--- src/rtl/uart_pkg.sv ---
// Shared types and defaults for the uart_tx byte arbiter.
package uart_pkg;

   typedef enum logic [1:0] {
      IDLE,
      LAUNCH,
      BUSY,
      GAP
   } arb_state_e;

   localparam int unsigned UART_BYTE_W = 8;
   localparam int unsigned DEF_N_REQ   = 4;
   localparam int unsigned DEF_GAP_W   = 8;
   localparam int unsigned DEF_TO_W    = 20;

endpackage

--- src/rtl/uart_tx_arbiter_if.sv ---
// Requester-side byte handshake bundle: per-requester valid/data in,
// one-hot ready/done strobes back.
interface uart_tx_arbiter_if #(
   parameter int unsigned N_REQ = uart_pkg::DEF_N_REQ
);

   logic [N_REQ-1:0]                       req_valid_i;
   logic [N_REQ*uart_pkg::UART_BYTE_W-1:0] req_data_i;
   logic [N_REQ-1:0]                       req_ready_o;
   logic [N_REQ-1:0]                       req_done_o;

   modport master (
      output req_valid_i,
      output req_data_i,
      input  req_ready_o,
      input  req_done_o
   );

   modport slave (
      input  req_valid_i,
      input  req_data_i,
      output req_ready_o,
      output req_done_o
   );

endinterface

--- src/rtl/uart_tx_arbiter_rr_arb.sv ---
// Combinational round-robin picker: first asserted request at or after
// ptr_i (wrapping), returned as one-hot grant plus index.
module rr_arb #(
   parameter  int unsigned N_REQ = 4,
   localparam int unsigned IDX_W = $clog2(N_REQ)
) (
   input  logic [N_REQ-1:0] req_i,
   input  logic [IDX_W-1:0] ptr_i,
   output logic [N_REQ-1:0] gnt_o,
   output logic [IDX_W-1:0] idx_o,
   output logic             any_o
);

   logic [IDX_W-1:0] cand;

   // Scan requests starting at the pointer; the first hit wins.
   always_comb begin
      gnt_o = '0;
      idx_o = '0;
      any_o = 1'b0;
      cand  = '0;
      for (int unsigned k = 0; k < N_REQ; k++) begin
         cand = IDX_W'((32'(ptr_i) + k) % N_REQ);
         if (!any_o && req_i[cand]) begin
            any_o = 1'b1;
            idx_o = cand;
         end
      end
      if (any_o) begin
         gnt_o[idx_o] = 1'b1;
      end
   end

endmodule

--- src/rtl/uart_tx_arbiter.sv ---
// Shares one uart_tx byte transmitter among N_REQ byte sources: round-robin
// accept, one-cycle tx_en launch, done edge tracking, post-byte idle gap and
// a done watchdog.
module uart_tx_arbiter
   import uart_pkg::*;
#(
   parameter  int unsigned N_REQ = DEF_N_REQ,
   parameter  int unsigned GAP_W = DEF_GAP_W,
   parameter  int unsigned TO_W  = DEF_TO_W,
   localparam int unsigned IDX_W = $clog2(N_REQ)
) (
   input  logic                   clk_i,
   input  logic                   rst_i,
   input  logic                   enable_i,
   input  logic [GAP_W-1:0]       gap_cycles_i,
   input  logic [TO_W-1:0]        timeout_i,
   uart_tx_arbiter_if.slave       req_if,
   output logic                   tx_en_o,
   output logic [UART_BYTE_W-1:0] tx_byte_o,
   input  logic                   tx_done_i,
   output logic                   busy_o,
   output logic [IDX_W-1:0]       owner_o,
   output logic                   err_o
);

   arb_state_e             state_q, state_d;
   logic [IDX_W-1:0]       rr_q, rr_d;
   logic [IDX_W-1:0]       owner_q, owner_d;
   logic [UART_BYTE_W-1:0] tx_byte_q, tx_byte_d;
   logic                   tx_en_q, tx_en_d;
   logic                   done_q, done_d;
   logic [GAP_W-1:0]       gap_q, gap_d;
   logic [TO_W-1:0]        wd_q, wd_d;

   logic [N_REQ-1:0]       arb_gnt;
   logic [IDX_W-1:0]       arb_idx;
   logic                   arb_any;
   logic                   accept;
   logic                   done_rise;
   logic                   wd_hit;
   logic [N_REQ-1:0]       ready;
   logic [N_REQ-1:0]       done_pulse;
   logic                   err;

   rr_arb #(
      .N_REQ (N_REQ)
   ) u_rr_arb (
      .req_i (req_if.req_valid_i),
      .ptr_i (rr_q),
      .gnt_o (arb_gnt),
      .idx_o (arb_idx),
      .any_o (arb_any)
   );

   // State and datapath registers; reset returns everything to idle zero.
   always_ff @(posedge clk_i or posedge rst_i) begin
      if (rst_i) begin
         state_q   <= IDLE;
         rr_q      <= '0;
         owner_q   <= '0;
         tx_byte_q <= '0;
         tx_en_q   <= 1'b0;
         done_q    <= 1'b0;
         gap_q     <= '0;
         wd_q      <= '0;
      end else begin
         state_q   <= state_d;
         rr_q      <= rr_d;
         owner_q   <= owner_d;
         tx_byte_q <= tx_byte_d;
         tx_en_q   <= tx_en_d;
         done_q    <= done_d;
         gap_q     <= gap_d;
         wd_q      <= wd_d;
      end
   end

   // Next-state, counters and strobes for the IDLE->LAUNCH->BUSY->GAP cycle.
   always_comb begin
      state_d    = state_q;
      rr_d       = rr_q;
      owner_d    = owner_q;
      tx_byte_d  = tx_byte_q;
      tx_en_d    = 1'b0;
      done_d     = tx_done_i;
      gap_d      = gap_q;
      wd_d       = wd_q;
      ready      = '0;
      done_pulse = '0;
      err        = 1'b0;

      // Accept is also blocked while reset is held so ready reads zero then.
      accept    = (state_q == IDLE) && !rst_i && enable_i && arb_any;
      done_rise = tx_done_i && !done_q;
      wd_hit    = (timeout_i != '0) && (wd_q == timeout_i);

      unique case (state_q)
         IDLE: begin
            if (accept) begin
               ready   = arb_gnt;
               owner_d = arb_idx;
               rr_d    = (arb_idx == IDX_W'(N_REQ - 1)) ? '0 : arb_idx + 1'b1;
               for (int unsigned k = 0; k < N_REQ; k++) begin
                  if (IDX_W'(k) == arb_idx) begin
                     tx_byte_d = req_if.req_data_i[k*UART_BYTE_W +: UART_BYTE_W];
                  end
               end
               tx_en_d = 1'b1;
               state_d = LAUNCH;
            end
         end
         LAUNCH: begin
            // Watchdog holds the number of cycles elapsed since the launch.
            wd_d    = TO_W'(1);
            state_d = BUSY;
         end
         BUSY: begin
            if (done_rise) begin
               done_pulse[owner_q] = 1'b1;
               gap_d               = gap_cycles_i;
               state_d             = GAP;
            end else if (wd_hit) begin
               err     = 1'b1;
               gap_d   = gap_cycles_i;
               state_d = GAP;
            end else if (wd_q != '1) begin
               wd_d = wd_q + 1'b1;
            end
         end
         GAP: begin
            // Also wait out the transmitter's done window before re-arming.
            if ((gap_q == '0) && !tx_done_i) begin
               state_d = IDLE;
            end else if (gap_q != '0) begin
               gap_d = gap_q - 1'b1;
            end
         end
         default: state_d = IDLE;
      endcase
   end

   assign req_if.req_ready_o = ready;
   assign req_if.req_done_o  = done_pulse;
   assign tx_en_o            = tx_en_q;
   assign tx_byte_o          = tx_byte_q;
   assign busy_o             = (state_q != IDLE);
   assign owner_o            = owner_q;
   assign err_o              = err;

endmodule

--- src/flat_wrapper.sv ---
// flat-port wrapper written by rule: the top's interface ports become plain ports
module uart_tx_arbiter_flat import uart_pkg::*;
#(
   parameter  int unsigned N_REQ = DEF_N_REQ,
   parameter  int unsigned GAP_W = DEF_GAP_W,
   parameter  int unsigned TO_W  = DEF_TO_W,
   localparam int unsigned IDX_W = $clog2(N_REQ)
)
  (clk_i, rst_i, enable_i, gap_cycles_i, timeout_i, tx_en_o, tx_byte_o, tx_done_i, busy_o, owner_o, err_o, req_if_req_valid_i, req_if_req_data_i, req_if_req_ready_o, req_if_req_done_o);
  uart_tx_arbiter_if #(.N_REQ(N_REQ)) req_if_i ();
  input  logic clk_i;
  input  logic rst_i;
  input  logic enable_i;
  input  logic [GAP_W-1:0] gap_cycles_i;
  input  logic [TO_W-1:0] timeout_i;
  output logic tx_en_o;
  output logic [UART_BYTE_W-1:0] tx_byte_o;
  input  logic tx_done_i;
  output logic busy_o;
  output logic [IDX_W-1:0] owner_o;
  output logic err_o;
  input wire logic [$bits(req_if_i.req_valid_i)-1:0] req_if_req_valid_i;
  input wire logic [$bits(req_if_i.req_data_i)-1:0] req_if_req_data_i;
  output wire logic [$bits(req_if_i.req_ready_o)-1:0] req_if_req_ready_o;
  output wire logic [$bits(req_if_i.req_done_o)-1:0] req_if_req_done_o;
  assign req_if_i.req_valid_i = req_if_req_valid_i;
  assign req_if_i.req_data_i = req_if_req_data_i;
  assign req_if_req_ready_o = req_if_i.req_ready_o;
  assign req_if_req_done_o = req_if_i.req_done_o;
  uart_tx_arbiter #(.N_REQ(N_REQ), .GAP_W(GAP_W), .TO_W(TO_W)) u_core (.clk_i(clk_i), .rst_i(rst_i), .enable_i(enable_i), .gap_cycles_i(gap_cycles_i), .timeout_i(timeout_i), .req_if(req_if_i), .tx_en_o(tx_en_o), .tx_byte_o(tx_byte_o), .tx_done_i(tx_done_i), .busy_o(busy_o), .owner_o(owner_o), .err_o(err_o));
endmodule
--- config.mk ---
export PLATFORM = sky130hd
export DESIGN_NAME = uart_tx_arbiter_flat
export DESIGN_NICKNAME = d
export VERILOG_FILES = /design/src/rtl/uart_pkg.sv /design/src/rtl/uart_tx_arbiter_if.sv /design/src/rtl/uart_tx_arbiter_rr_arb.sv /design/src/rtl/uart_tx_arbiter.sv /design/src/flat_wrapper.sv
export SDC_FILE = /design/constraint.sdc
export NUM_CORES = 1
export LEC_CHECK = 0
export CAP_MARGIN = 20
export CELL_PAD_IN_SITES_DETAIL_PLACEMENT = 1
export CELL_PAD_IN_SITES_GLOBAL_PLACEMENT = 1
export CORE_ASPECT_RATIO = 1.1
export CORE_MARGIN = 10
export CORE_UTILIZATION = 33
export CTS_CLUSTER_DIAMETER = 80
export CTS_CLUSTER_SIZE = 8
export DETAILED_ROUTE_END_ITERATION = 7
export GPL_TIMING_DRIVEN = 0
export PLACE_DENSITY = 0.85
export SLEW_MARGIN = 10
export SYNTH_ARGS = -nofsm -noshare
export SYNTH_HDL_FRONTEND = slang
export SYNTH_SLANG_ARGS = --single-unit
--- constraint.sdc ---
create_clock -name clk_i -period 2.26 [get_ports clk_i]
set_input_delay 0.339 -clock clk_i [delete_from_list [all_inputs] [get_ports clk_i]]
set_output_delay 0.339 -clock clk_i [all_outputs]
set_load 0.02 [all_outputs]
==> summary.md <==
| Metric | Value |
|---|---|
| Post-synth top area share | `0.3302` |
| Top cell type by total area after synthesis | `dfrtp_1` |
| Slowest stage delay, CP | `around 290 ps` |
| Yosys reg bits | `44` |
| Main synth FF type | `dfrtp_1` |
| Total number of vias | `approximately 3800` |
| Comb power frac | `0.629` |
| CTS HTree Levels | `2` |
| Max Fclk | `about 400 MHz` |
| Area Overhead vs Synth | `53.81%` |
| Max-slew violations | `0` |
| Post-route DRC violation count | `0` |
| Synthesized area per cell | `8.315 um^2` |
| Largest net degree at the start of global routing | `28` |
| DRT Pass-1 Iters | `4` |
| Power share of the clock group | `0.113` |
| Initial antenna violation count | `0` |
| RSZ-0062 raised after global routing | `true` |
| First-pass GRT wire length | `about 21000 um` |
| DR vias/cell | `between 5 and 6` |
| Leak pwr | `between 2 and 2.5 nW` |
| Core Rows | `38` |
| Mapped Nets | `slightly below 500` |
| Worst hold path class | `input pin to asynchronous set/reset pin` |
| Clock root buffer | `clkbuf_8` |
| Gr usage total | `0.1745` |
| Slew HR | `0.6650` |
| R2r startpoint | `u_core.rr_q[0]$_DFFE_PP0P_` |
| Yosys warning count | `0` |
| Commonest non-fill, non-tap cell in the layout | `clkdlybuf4s50_1` |
| Dpl hpwl | `9510 um` |
| Top cells by area, synth | `dfrtp_1 33%, xor2_1 5.3%, ha_1 4.5%` |
| Async set-reset flop share out of synthesis | `1.000` |
| Slowest cell on the critical path | `clkdlybuf4s15_1` |
| Worst Clk Skew | `between 5 and 6 ps` |
| CTS buffer count | `5` |
| Dpl cell area | `between 4000 and 5000 um^2` |
| Die ar. | `14530 um^2` |
| Post-CTS Hold Fix Bufs | `0` |
| Design area | `about 5100 um^2` |
| Seq/Total Area, Yosys | `0.3302` |
| Die width | `between 100 and 150 um` |
| Cell area power density | `just over 900 nW/um^2` |
| Endpoints failing hold | `0` |
| Setup ws final | `-239.0 ps` |
| Status | `finished with violations` |
| Max rail drop VDD | `between 0.5 and 0.6 mV` |
| WP data required | `around 1900 ps` |
| Synthesized instance count | `roughly 400` |
| Critical path fanouts, max | `4` |
| Sink Count | `44` |
| Internal power | `2.632 mW` |
| Post-route ant nets | `0` |
| R2r setup slk | `-190 ps` |
| Share of layout cells above drive strength 1 | `0.2486` |
| Clock Path Buffers | `2` |
| Starting DRC count in detailed routing | `approximately 150` |
| Minimum clock period after layout | `between 2000 and 2500 ps` |
| Reg2reg path depth | `15` |
| Gr ovfl total | `0` |
| Initial Utilization | `0.3372` |
| Core ar. | `approximately 10000 um^2` |
| # nets final | `between 600 and 700` |
| Net switching power | `~2.2 mW` |
| Worst-margin pin slew | `502.5 ps` |
| N_diodes | `0` |
| Reg clk slew, reported paths | `90 ps` |
| Final setup fails | `12` |
| Port bufs | `between 80 and 90` |
| Final core utilization | `0.5186` |
| Vias in the first global route | `between 4000 and 5000` |
| Fin Setup TNS | `-1671 ps` |
| Post-synth EDFFs | `0` |
| CP Capture Type | `primary output` |
| Die Span Y | `125.4 um` |
| Total power | `about 4.8 mW` |
| Share of power burned in registers | `0.259` |
| Switching share of power | `0.4503` |
| TritonCTS clock tree | `done` |
| Routability cong. | `roughly 0.93` |
| Skew-Pair Late Insertion Delay | `around 300 ps` |
| Cell-by-cell trace of the critical path | `clkdlybuf4s15_1 -> inv_1 -> a21oi_2 -> nor2_1 -> a221oi_2 -> nor2b_4 -> buf_4 -> inv_2 -> ha_4 -> clkbuf_8 -> and3_4 -> buf_6` |
| MaxCap Viol Count | `0` |
| Crit path launch type | `input pin` |
| Routed Wire Length | `between 10000 and 15000 um` |
| Synth Cell Area | `~3300 um^2` |
| Critical path class | `input pin to primary output` |
| Distinct cells, synth | `slightly above 50` |
| Hold WS | `422.6 ps` |
| Failing checks | `setup timing` |
| WP data arrival | `2160 ps` |
| Boundary pin count | `slightly below 90` |
| Fin crit share | `1.106` |
| Routed wire per std cell | `21.11 um` |
| Most frequent cells in the layout | `68 x clkdlybuf4s50_1, 37 x nor2_1, 35 x nand2_1, 34 x buf_4, 32 x dfrtp_1` |
| R2R Path End | `u_core.tx_byte_o[3]$_DFFE_PP0P_` |
-- metrics by stage --
step | cells | setup WS (ps)
6_report | 651 | -239.0
5_1_grt | 651 | -382.9
4_1_cts | 632 | -188.5
3_5_place_dp | 610 | -1441
3_3_place_gp | 609 | -1330
2_1_floorplan | 401 | -10.54
-- flip-flops by register name, indices dropped and copies added (netlist names) --
register	cells
u_core.done_q	1
u_core.gap_q	8
u_core.owner_o	2
u_core.rr_q	2
u_core.state_q	2
u_core.tx_byte_o	8
u_core.tx_en_o	1
u_core.wd_q	20
-- final cells by class --
class | count | area [um^2]
tap | 120 | 150.1
clock inverter | 2 | 10.01
multi-input combinational | 315 | 2317
inverter | 21 | 78.83
timing repair buffer | 128 | 1251
sequential | 44 | 1116
buffer | 15 | 122.6
fill | 1121 | 4761
clock buffer | 6 | 82.58
-- what timing repair did --
item / in CTS / in global routing
setup buffers: 17 / 20
gates resized for setup: 101 / 58
cloned: 0 / 3
endpoints found under the setup margin: 48 / 41
hold endpoints to repair: 0 / 0
pin swaps: 5 / 28
-- per-layer routing --
| metal | vias up | share of wire | wire length (um) | GRT usage |
|---|---|---|---|---|
| met2 | 158 | 0.50 | 6864 | 0.3012 |
| li1 | 1727 | - | - | - |
| met4 | 0 | 0.033 | 457 | 0.06190 |
| met5 | - | 0 | 0 | 0 |
| met3 | 43 | 0.075 | 1037 | 0.05165 |
| met1 | 1879 | 0.39 | 5382 | 0.1976 |
-- worst max-delay path by stage --
stage	end	depth (start not counted)	slack, ps	start
2_1_floorplan	req_if_req_ready_o[3]	9	-10	req_if_req_valid_i[0]
3_3_place_gp	req_if_req_ready_o[3]	11	-1330	req_if_req_valid_i[0]
3_5_place_dp	req_if_req_ready_o[3]	11	-1440	req_if_req_valid_i[0]
4_1_cts	req_if_req_ready_o[1]	11	-190	u_core.rr_q[0]$_DFFE_PP0P_
5_1_grt	u_core.tx_byte_o[4]$_DFFE_PP0P_	15	-380	u_core.rr_q[0]$_DFFE_PP0P_
6_report	req_if_req_ready_o[2]	12	-240	req_if_req_valid_i[1]
-- critical path, delay by kind of cell --
family | cells | cell delay, ps
AOI/OAI and AO/OA | 2 | 390
adders and majority gates | 1 | 160
and+or+nand+nor | 3 | 450
buffers and inverters | 6 | 820
-- power by group through the flow --
| stage | registers (mW) | clock network [mW] | logic (mW) |
|---|---|---|---|
| 4_1_cts | 1.22 | 0.551 | 2.73 |
| 6_report | 1.24 | 0.539 | 3.01 |
| 2_1_floorplan | 1.27 | 0 | 1.37 |
| 3_5_place_dp | 1.23 | 0 | 2.30 |
| 3_3_place_gp | 1.20 | 0 | 2.17 |
| 5_1_grt | 1.27 | 0.580 | 3.27 |
-- cell usage after synthesis (3+ instances only) --
library cell and number:
nand2_1 35, xor2_1 20, nand3_1 17, and2_1 3
inv_1 21, o211a_1 6, nand2b_1 6, o21ai_0 17
clkbuf_1 15, a31oi_1 3, buf_6 3, o311a_1 4
nor4_1 20, nor3_1 10, mux2i_1 13, dfrtp_1 44
a21oi_1 26, nor2_1 39, nor2b_1 7, a211o_1 10
o221ai_1 4, ha_1 12, a22oi_1 4, and3_1 12
a221o_1 3, nor4b_1 3, o22ai_1 4, nand4_1 8
-- cells by family after synthesis --
logic type      count (synthesis)  synth area share
mux                            14           0.04240
flops                          44            0.3302
buf+inv                        43           0.05816
simple gates                  172            0.2705
xor+xnor                       20           0.05253
fa+ha+maj                      12           0.04503
compound gates                 96            0.2011
Power figures use the tool's default switching activity.
